$ cat src/rtl/logic_gate_pipe.sv
// Two-stage pipelined bitwise gate unit: eight selectable logic ops, result
// flags and popcount, valid/ready stream in and out, completed-beat counter.
module logic_gate_pipe #(
   parameter  int WIDTH = 8,
   parameter  int CNT_W = 16,
   localparam int POP_W = $clog2(WIDTH + 1)
) (
   input  logic             clk,
   input  logic             rst_n,
   input  logic             in_valid,
   output logic             in_ready,
   input  logic [WIDTH-1:0] a,
   input  logic [WIDTH-1:0] b,
   input  logic [2:0]       op,
   output logic             out_valid,
   input  logic             out_ready,
   output logic [WIDTH-1:0] y,
   output logic             y_zero,
   output logic             y_ones,
   output logic [POP_W-1:0] y_pop,
   output logic [CNT_W-1:0] beat_cnt
);

   // Handshake: a beat moves on a rising edge where valid && ready are both 1.
   // ready never depends on valid of the same side; valid, once raised by the
   // unit, holds with stable data until the consumer takes it.

   typedef enum logic [2:0] {
      OP_AND  = 3'd0,
      OP_OR   = 3'd1,
      OP_NOT  = 3'd2,
      OP_XOR  = 3'd3,
      OP_NAND = 3'd4,
      OP_NOR  = 3'd5,
      OP_XNOR = 3'd6,
      OP_PASS = 3'd7
   } op_e;

   logic             s1_valid;
   logic [WIDTH-1:0] s1_y;
   logic [WIDTH-1:0] gate_y;
   logic             s1_adv;
   logic             s2_adv;
   logic             accept;
   logic             s1_zero;
   logic             s1_ones;
   logic [POP_W-1:0] s1_pop;

   assign s2_adv   = !out_valid || out_ready;
   assign s1_adv   = !s1_valid || s2_adv;
   assign in_ready = rst_n && s1_adv;
   assign accept   = in_valid && in_ready;

   always_comb begin
      gate_y = '0;
      unique case (op_e'(op))
         OP_AND:  gate_y = a & b;
         OP_OR:   gate_y = a | b;
         OP_NOT:  gate_y = ~a;
         OP_XOR:  gate_y = a ^ b;
         OP_NAND: gate_y = ~(a & b);
         OP_NOR:  gate_y = ~(a | b);
         OP_XNOR: gate_y = ~(a ^ b);
         OP_PASS: gate_y = a;
      endcase
   end

   // Flags and popcount are derived from the S1 result so S2 only registers them.
   always_comb begin
      s1_pop = '0;
      for (int i = 0; i < WIDTH; i++) begin
         s1_pop = s1_pop + POP_W'(s1_y[i]);
      end
   end

   assign s1_zero = (s1_y == '0);
   assign s1_ones = &s1_y;

   always_ff @(posedge clk or negedge rst_n) begin
      if (!rst_n) begin
         s1_valid <= 1'b0;
         s1_y     <= '0;
      end else if (s1_adv) begin
         s1_valid <= accept;
         if (accept) begin
            s1_y <= gate_y;
         end
      end
   end

   // A bubble clears out_valid but leaves the last result registers untouched.
   always_ff @(posedge clk or negedge rst_n) begin
      if (!rst_n) begin
         out_valid <= 1'b0;
         y         <= '0;
         y_zero    <= 1'b0;
         y_ones    <= 1'b0;
         y_pop     <= '0;
      end else if (s2_adv) begin
         out_valid <= s1_valid;
         if (s1_valid) begin
            y      <= s1_y;
            y_zero <= s1_zero;
            y_ones <= s1_ones;
            y_pop  <= s1_pop;
         end
      end
   end

   always_ff @(posedge clk or negedge rst_n) begin
      if (!rst_n) begin
         beat_cnt <= '0;
      end else if (out_valid && out_ready) begin
         beat_cnt <= beat_cnt + CNT_W'(1);
      end
   end

endmodule

$ cat config.mk
export PLATFORM = sky130hd
export DESIGN_NAME = logic_gate_pipe
export DESIGN_NICKNAME = d
export VERILOG_FILES = /design/src/rtl/logic_gate_pipe.sv
export SDC_FILE = /design/constraint.sdc
export NUM_CORES = 1
export LEC_CHECK = 0
export ABC_AREA = 1
export BUFFER_PORTS_ARGS = -buffer_cell sky130_fd_sc_hd__clkbuf_2
export CAP_MARGIN = 20
export CELL_PAD_IN_SITES_DETAIL_PLACEMENT = 1
export CELL_PAD_IN_SITES_GLOBAL_PLACEMENT = 1
export CORE_ASPECT_RATIO = 1.25
export CORE_UTILIZATION = 43
export DETAILED_ROUTE_END_ITERATION = 6
export PLACE_DENSITY_LB_ADDON = 0.1
export SLEW_MARGIN = 20
export SYNTH_ARGS = -nofsm -noshare
export SYNTH_HDL_FRONTEND = slang
export SYNTH_SLANG_ARGS = --single-unit
$ cat constraint.sdc
create_clock -name clk -period 8.7 [get_ports clk]
set_input_delay 0.435 -clock clk [delete_from_list [all_inputs] [get_ports clk]]
set_output_delay 0.435 -clock clk [all_outputs]
set_load 0.02 [all_outputs]
==> results of run 1 <==
[logic make-up (layout without fill, tap and decap cells)]
logic type | count (synthesis) | in the layout | synth area share [%]
and+or+nand+nor | 188 | 188 | 29.6
AOI/OAI and AO/OA | 38 | 38 | 6.99
xor gates and xnor gates | 9 | 9 | 2.82
adders and majority gates | 26 | 26 | 12.7
DFF | 40 | 40 | 35.8
buffers and inverters | 85 | 141 | 12.1
[cells in the final DEF (no fill, tap or decap), drive strengths merged]
master and instances:
o21ai 27, inv 78, bufinv 1, xor2 5, xnor2 4, clkinv 1
dfrtp 40, nand3 34, buf 1, o31ai 2, nand2 126, nand4 13
clkbuf 60, a21oi 9, nor2 11, fa 4, nor3 4, ha 22
[path summary, 6_finish.rpt]
kind / startpoint / end / depth (start not counted)
worst max register to register: s1_y[0]$_DFFE_PN0P_ / y_pop[2]$_DFFE_PN0P_ / 10
worst min-delay path: rst_n / beat_cnt[5]$_DFFE_PN0P_ / 2
worst max-delay path: s1_y[0]$_DFFE_PN0P_ / y_pop[2]$_DFFE_PN0P_ / 10
min in group clk: out_ready / out_valid$_DFFE_PN0P_ / 4
worst min register to register: y[7]$_DFFE_PN0P_ / y[7]$_DFFE_PN0P_ / 2
max in group asynchronous: rst_n / y_pop[3]$_DFFE_PN0P_ / 2
[worst max-delay path: stages (launching register included)]
cell     delay (ns)
dfrtp_1        0.43
fa_1           0.55
inv_1          0.06
fa_1           0.53
fa_1           0.44
inv_1          0.08
ha_1           0.17
inv_1          0.06
fa_1           0.37
xor2_1         0.14
o21ai_0        0.13
[cell type report]
class / instances / area, um^2
clock inverter: 2 / 35.0
multi-input combinational: 261 / 1460
clock buffer: 6 / 72.6
fill: 847 / 2970
timing repair buffer: 55 / 278
sequential: 40 / 1000
tap: 85 / 106
inverter: 78 / 293
[per-stage QoR]
| stage | cells | total power, mW |
|---|---|---|
| 2_1_floorplan | 386 | 0.430 |
| 5_1_grt | 527 | 0.718 |
| 3_3_place_gp | 519 | 0.501 |
| 6_report | 527 | 0.669 |
| 4_1_cts | 527 | 0.677 |
| 3_5_place_dp | 519 | 0.519 |
[power groups by stage]
stage	Clock (mW)	Combinational (mW)	Sequential [mW]
after floorplan	0	0.132	0.297
after global placement	0	0.240	0.261
after detailed placement	0	0.254	0.265
after CTS	0.152	0.263	0.262
after global routing	0.159	0.290	0.268
final	0.149	0.259	0.262
[sequential cells by signal, indices dropped and copies added (netlist names)]
register / flops
y: 8
out_valid: 1
y_ones: 1
s1_y: 8
y_pop: 4
y_zero: 1
s1_valid: 1
beat_cnt: 16
[metal layers]
layer	share of wire, %	up-vias	track usage [%]
li1	-	1308	-
met1	42	1290	27.6
met2	54	57	42.3
met3	3.4	4	2.86
met4	0.66	0	6.09
met5	0	-	0
==> results.md, run 1 <==
- The run finished with clean final reports.
- After detailed routing, the average wire length per cell comes to roughly 14 um.
- The wire length of the first global-routing pass is ~12000 um.
- Static timing analysis puts the maximum clock frequency at 328 MHz.
- Internal power comes to ~0.40 mW.
- After clock tree synthesis, the clock-pin slew on the worst setup and hold paths is 0.08 ns.
- The leakage power total is 1.90 nW.
- The minimum hold slack is a little over 0.2 ns.
- Net switching is between 30% and 40% of the power.
- Yosys mapped a number of flops with a built-in enable equal to 0.
- The average cell area after synthesis is approximately 7.2 um^2.
- The maximum fanout along the worst path is 4.
- The max-slew violation total from the final report is 0.
- The part of the total power dissipated in combinational logic is between 30% and 40%.
- Sequential cells burn a little under 40% of the power.
- The synthesized netlist contains 24 unique library cells.
- The number of buffers inserted by post-CTS setup repair is 0.
- For the pin with the worst max-slew slack, the measured transition is 0.808 ns.
- The worst IR drop on VDD is 0.0799 mV.
- The number of placement rows is 32.
- The type of the tightest min-delay check is input pin to asynchronous set/reset pin.
- The pin count of the biggest net entering global routing is between 40 and 50.
- After detailed routing, the number of remaining DRC violations is 0.
- The total via count in the routed design is 2659.
- The antenna diode count is 0.
- Of all cell types, the one taking the most synthesized area is dfrtp_1.
- The number of detailed-routing iterations run before antenna repair is 4.
- The flop-to-flop setup slack is 5.65 ns.
- In the synthesized netlist the async set-or-reset flop fraction comes to 100%.
- Synthesis produced a netlist with a net count of between 400 and 500.
- Buffers placed on the I/O ports in this run total 54.
- The initial cell density of the core is 45.0%.
- In this run the vertical extent of the chip is 92.1 um.
- The maximum level of the CTS H-tree is 2.
- The total wire length after detailed routing is ~7100 um.
- The proportion of layout cells with a drive suffix above 1 is between 15 and 20%.
- The count of final setup violators is 0.
- The number of synthesized register bits is 40.
- The type of origin of the critical path is a flop.
- The maximum clock path buffer count is 2.
- The analysis attributes to net switching a power of about 0.27 mW.
- Of the synthesized area, sequential elements account for roughly 36%.
- The cell area after technology mapping is between 2000 and 3000 um^2.
- The endpoint arrival time on the critical path is 3.26 ns.
- In this run, post-CTS hold repair placed 0 buffers.
- The final core utilization is between 50% and 60%.
- The residual overflow from global routing is 0.
- By instance count, the leading cell after synthesis is nand2_1.
- In this run, CTS created clock tree buffers numbering 5.
- The HPWL reported at the end of detailed placement is 5400 um.
- The number of design-rule violations left by the first detailed-router iteration is about 100.
- The clock network is responsible for between 20% and 30% of the overall power.
- The post-detailed-route count of antenna-violating nets is 0.
- By area the synthesized netlist is led by dfrtp_1 36%, nand2_1 17%, inv_1 10%.
- The clock arrives with between 0.005 and 0.006 ns of skew.
- The number of global-route vias before repair is 2688.
- In the synthesized netlist, the cells that appear most often are 125 x nand2_1, 77 x inv_1, 40 x dfrtp_1.
- The global router's overall resource usage is between 20 and 25%.
- In this run the count of I/O pins placed on the die edge is between 50 and 60.
- Measured along the x axis, the die boundary spans about 74 um.
- The quantity of gates resized following cts is 0.
- The count of endpoints failing hold in the final timing report was 0.
- In this run the tightest slew margin relative to its limit is a little under half.
- STA classifies the critical path endpoint as a flop.
- The initial antenna violation count came to 0.
- The gate count of the mapped netlist is slightly below 400.
- The area added between synthesis and finish is 16.0%.
- For this design, the sink count on the clock tree is 40.
- The required time reported for the critical path endpoint is around 9 ns.
- The clock reaches the later pin of the worst-skew pair after ~0.29 ns.
- TritonCTS built the clock tree.
- The clock tree root buffer cell is clkbuf_8.
- The top cell type by area accounts for 35.8% of the synthesized area.
- The power density over the cells is slightly above 200 nW/um^2.
- The total negative slack for setup checks is 0 ns.
- The worst setup path is of the flop to flop kind.
- The clock period minus final worst setup slack is approximately 3.1 ns.
- In the finished design, the share of the clock period the worst path needs comes to 35.1%.
- The core box area is 6210 um^2.
- At the end of the flow, the number of nets in the layout was 490.
- Setup repair after global routing left no endpoint under its margin.
- In the synthesized netlist the dominant register cell turns out to be dfrtp_1.
- The via count normalized by instance count is 5.05.
- The pre-CTS worst setup slack is about 5.7 ns.
- The worst path meets setup with roughly 5.6 ns of slack.
- The floorplan step defined a die boundary enclosing 6820 um^2.
- Routability-driven placement finished with a final weighted congestion of about 0.8.
- Across the run, the number of max-cap violations was 0.
- With fillers left out, the area of the finished cells amounts to 3240 um^2.
- Summing all placed instances gives a cell area of about 3100 um^2.
- The count of yosys warnings during synthesis is 0.
Note: power is estimated with default switching activity, not from simulation.
==> run 2: changes to the inputs <==
--- a/config.mk
+++ b/config.mk
@@ -11,7 +11,7 @@
 export CELL_PAD_IN_SITES_DETAIL_PLACEMENT = 1
 export CELL_PAD_IN_SITES_GLOBAL_PLACEMENT = 1
 export CORE_ASPECT_RATIO = 1.25
-export CORE_UTILIZATION = 43
+export CORE_UTILIZATION = 40
 export DETAILED_ROUTE_END_ITERATION = 6
 export PLACE_DENSITY_LB_ADDON = 0.1
 export SLEW_MARGIN = 20
==> constraint.sdc (replaced) <==
create_clock -name clk -period 3 [get_ports clk]
set_input_delay 0.15 -clock clk [delete_from_list [all_inputs] [get_ports clk]]
set_output_delay 0.15 -clock clk [all_outputs]
set_load 0.02 [all_outputs]
==> results.md, run 2 (synthesis results as in run 1) <==
- The cell seen most often among critical-path stages is fa_1.
- The transition time at the pin with the least slew margin is roughly 0.8 ns.
- The initial antenna violation count came to 0.
- Global routing consumed, over all layers together, between 20% and 30% of the routing resources.
- The number of buffers added by the clock tree synthesis step is 5.
- The residual overflow from global routing is 0.
- The highest attainable clock frequency is ~340 MHz.
- The run finished, with violations left.
- The number of I/O port buffers is 54.
- The required time reported for the critical path endpoint is 3.15 ns.
- The critical path contains buffers and inverters numbering 3 combined.
- The flip-flop count of the largest register after layout is 16.
- The count of endpoints failing hold in the final timing report is 7.
- Dividing the detail-routed via count by the number of cells gives between 4 and 5.
- Summed over all nets, the half-perimeter wirelength after detailed placement is approximately 5200 um.
- The analysis attributes to net switching a power of 0.753 mW.
- The reg-to-reg critical path startpoint is s1_y[3]$_DFFE_PN0P_.
- Per report_power, the clock group accounts for 19.7% of the total.
- The type of the tightest min-delay check is input pin to asynchronous set/reset pin.
- The core box area is approximately 6600 um^2.
- On the final layout, the worst hold slack is -0.00574 ns.
- Routability-driven placement finished with a final weighted congestion of 0.777.
- Adding up every negative setup slack in the final design gives 0 ns.
- The largest single stage delay on the critical path is roughly 0.55 ns.
- Row generation in the floorplan step produced 33 rows.
- The most critical setup path has its startpoint at s1_y[3]$_DFFE_PN0P_.
- At the placement stage, the worst setup path has a slack of roughly 0.064 ns.
- The leakage power total is about 1.9 nW.
- The filler cell count in the final layout is approximately 910.
- VDD sags by at most approximately 0.27 mV.
- Across the run, the number of max-cap violations was 0.
- The multi-input combinational cells in the finished layout cover a total of about 1500 um^2.
- Setup violations remaining at the end of the flow were counted as 0.
- The first detailed-routing pass took 4 iterations.
- The number of nets at the end of the flow is 493.
- In this run switching power makes up between 40% and 50% of total power.
- The final layout contains routed wiring with a total length of around 6800 um.
- The clock period minus final worst setup slack is 2.96 ns.
- The worst setup path is captured at a flop.
- The repair_antennas step left the layout with diodes totalling 0.
- The flop-to-flop setup slack is approximately 0.035 ns.
- The commonest non-fill, non-tap cell in the layout is nand2_1.
- The part of the total power dissipated in combinational logic is 40.4%.
- The first global-routing pass estimated approximately 12000 um of wire.
- Summing all flip-flop and latch instances after layout gives roughly 1000 um^2.
- TritonCTS built the clock tree.
- For this configuration, the core starts out at a cell density of 42.0%.
- The final core utilization is between 40% and 50%.
- The floorplan step set the die width to between 70 and 80 um.
- Measured along the y axis, the die boundary spans roughly 95 um.
- In the routed design, unresolved DRC markers number 0.
- The kind of critical path is flop to flop.
- Sequential cells burn about two fifths of the power.
- The detail route stage leaves a number of antenna-violating nets equal to 0.
- The endpoint arrival time on the critical path is 3.12 ns.
- The area growth from synthesis to layout is 16.7%.
- The cell sitting at the root of the clock tree is a clkbuf_8.
- The CTS sink count is 40.
- The die covers roughly 7300 um^2.
- For the worst-skew pair, the clock arrives at the later sink with an insertion delay of 0.29 ns.
- 55 I/O pins were placed.
- The maximum fanout along the worst path is 3.
- The worst pin sits at a relative slew slack of 47.5%.
- In this run, post-CTS hold repair placed 0 buffers.
- Cell internal power was estimated by the tool at 1.13 mW.
- The total via count in the routed design is between 2000 and 3000.
- The largest registers in the layout are beat_cnt x16, s1_y x8, y x8.
- In the layout the commonest cells are 125 x nand2_1, 75 x inv_1, 54 x clkbuf_2, 38 x dfrtp_1, 31 x nand3_1.
- The least setup slack across all paths after layout is 0.0351 ns.
- The maximum clock path buffer count is 2.
- Power spread over the standard cell area amounts to 578 nW/um^2.
- The number of global-route vias before repair is between 2000 and 3000.
- After detailed routing, the average wire length per cell comes to roughly 13 um.
- Counting flops per register, the top entry is beat_cnt.
- Setup repair after global routing could not meet its margin everywhere.
- The post-route netlist has around a fifth of its cells at a drive strength greater than 1.
- Dividing the final minimum period by the clock period gives between 90% and 100%.
- The checks that failed: negative hold slack.
- Entering global routing, the biggest net connects 42 pins.
- The max-slew violation total from the final report was 0.
- The number of design-rule violations left by the first detailed-router iteration is 44.
- Walking the worst path, the cells encountered are fa_1 > inv_2 > fa_1 > fa_1 > inv_1 > ha_2 > inv_2 > fa_2 > o21ai_1.
- STA classifies the critical path startpoint as a flop.
- The gate family responsible for the most delay along the worst path is adder cells.
- The clock tree synthesis step divided the H-tree into 2 levels.
- The clock transition at the registers of the reported paths is ~0.080 ns.
- The slowest stage cell on the critical path is fa_1.
- The clock arrives with approximately 0.0050 ns of skew.
run 2: cell count changes in the layout (fill, tap and decap cells not counted), moves of 2 or more:
cell,previous run,this run
o21ai_1,8,10
o21ai_0,19,17
buf_4,1,4
inv_2,1,3
inv_1,77,75
dfrtp_1,40,38
dfrtp_2,0,2
run 2: timing repair:
action	CTS	global route
endpoints found under the hold margin	0	0
buffers inserted	0	3
setup endpoints to repair	0	2
gates resized for setup	0	8
run 2: per-layer routing:
metal	vias up	part of all wire, %	track usage (%)	wire, um
li1	1319	-	-	-
met1	1249	44	23.8	3020
met2	48	51	38.0	3490
met3	7	3.3	2.68	225
met4	0	1.1	5.77	73
met5	-	0	0	0
run 2: worst reg2reg max path, stage by stage (launching register included):
cell,delay [ns]
dfrtp_2,0.44
fa_1,0.55
inv_2,0.04
fa_1,0.52
fa_1,0.42
inv_1,0.07
ha_2,0.18
inv_2,0.04
fa_2,0.51
o21ai_1,0.06
run 2: power groups by stage:
stage / Sequential (mW) / Clock [mW] / Combinational (mW)
3_5_place_dp: 0.765 / 0 / 0.731
6_report: 0.752 / 0.370 / 0.760
3_3_place_gp: 0.760 / 0 / 0.703
2_1_floorplan: 0.862 / 0 / 0.383
4_1_cts: 0.754 / 0.383 / 0.734
5_1_grt: 0.773 / 0.396 / 0.878
run 2: worst paths after layout:
path | to | depth (start not counted)
hold reg to reg | y[4]$_DFFE_PN0P_ | 2
setup / recovery | y_pop[1]$_DFFE_PN0P_ | 9
max in group asynchronous | s1_y[3]$_DFFE_PN0P_ | 2
setup reg to reg | y_pop[1]$_DFFE_PN0P_ | 9
hold / removal | beat_cnt[12]$_DFFE_PN0P_ | 2
min in group clk | out_valid$_DFFE_PN0P_ | 4
run 2: through the flow:
stage,area [um^2],std cells,power (mW)
floorplan,2790,386,1.25
global placement,3140,521,1.46
detailed placement,3140,521,1.50
CTS,3230,529,1.87
global route,3260,532,2.05
finish,3260,532,1.88
run 2: final cells by class:
cell class,instances,share of cell area [%]
tap,87,3.34
multi-input combinational,261,44.8
inverter,78,8.99
clock inverter,2,0.307
clock buffer,6,2.53
sequential,40,30.8
timing repair buffer,58,9.22
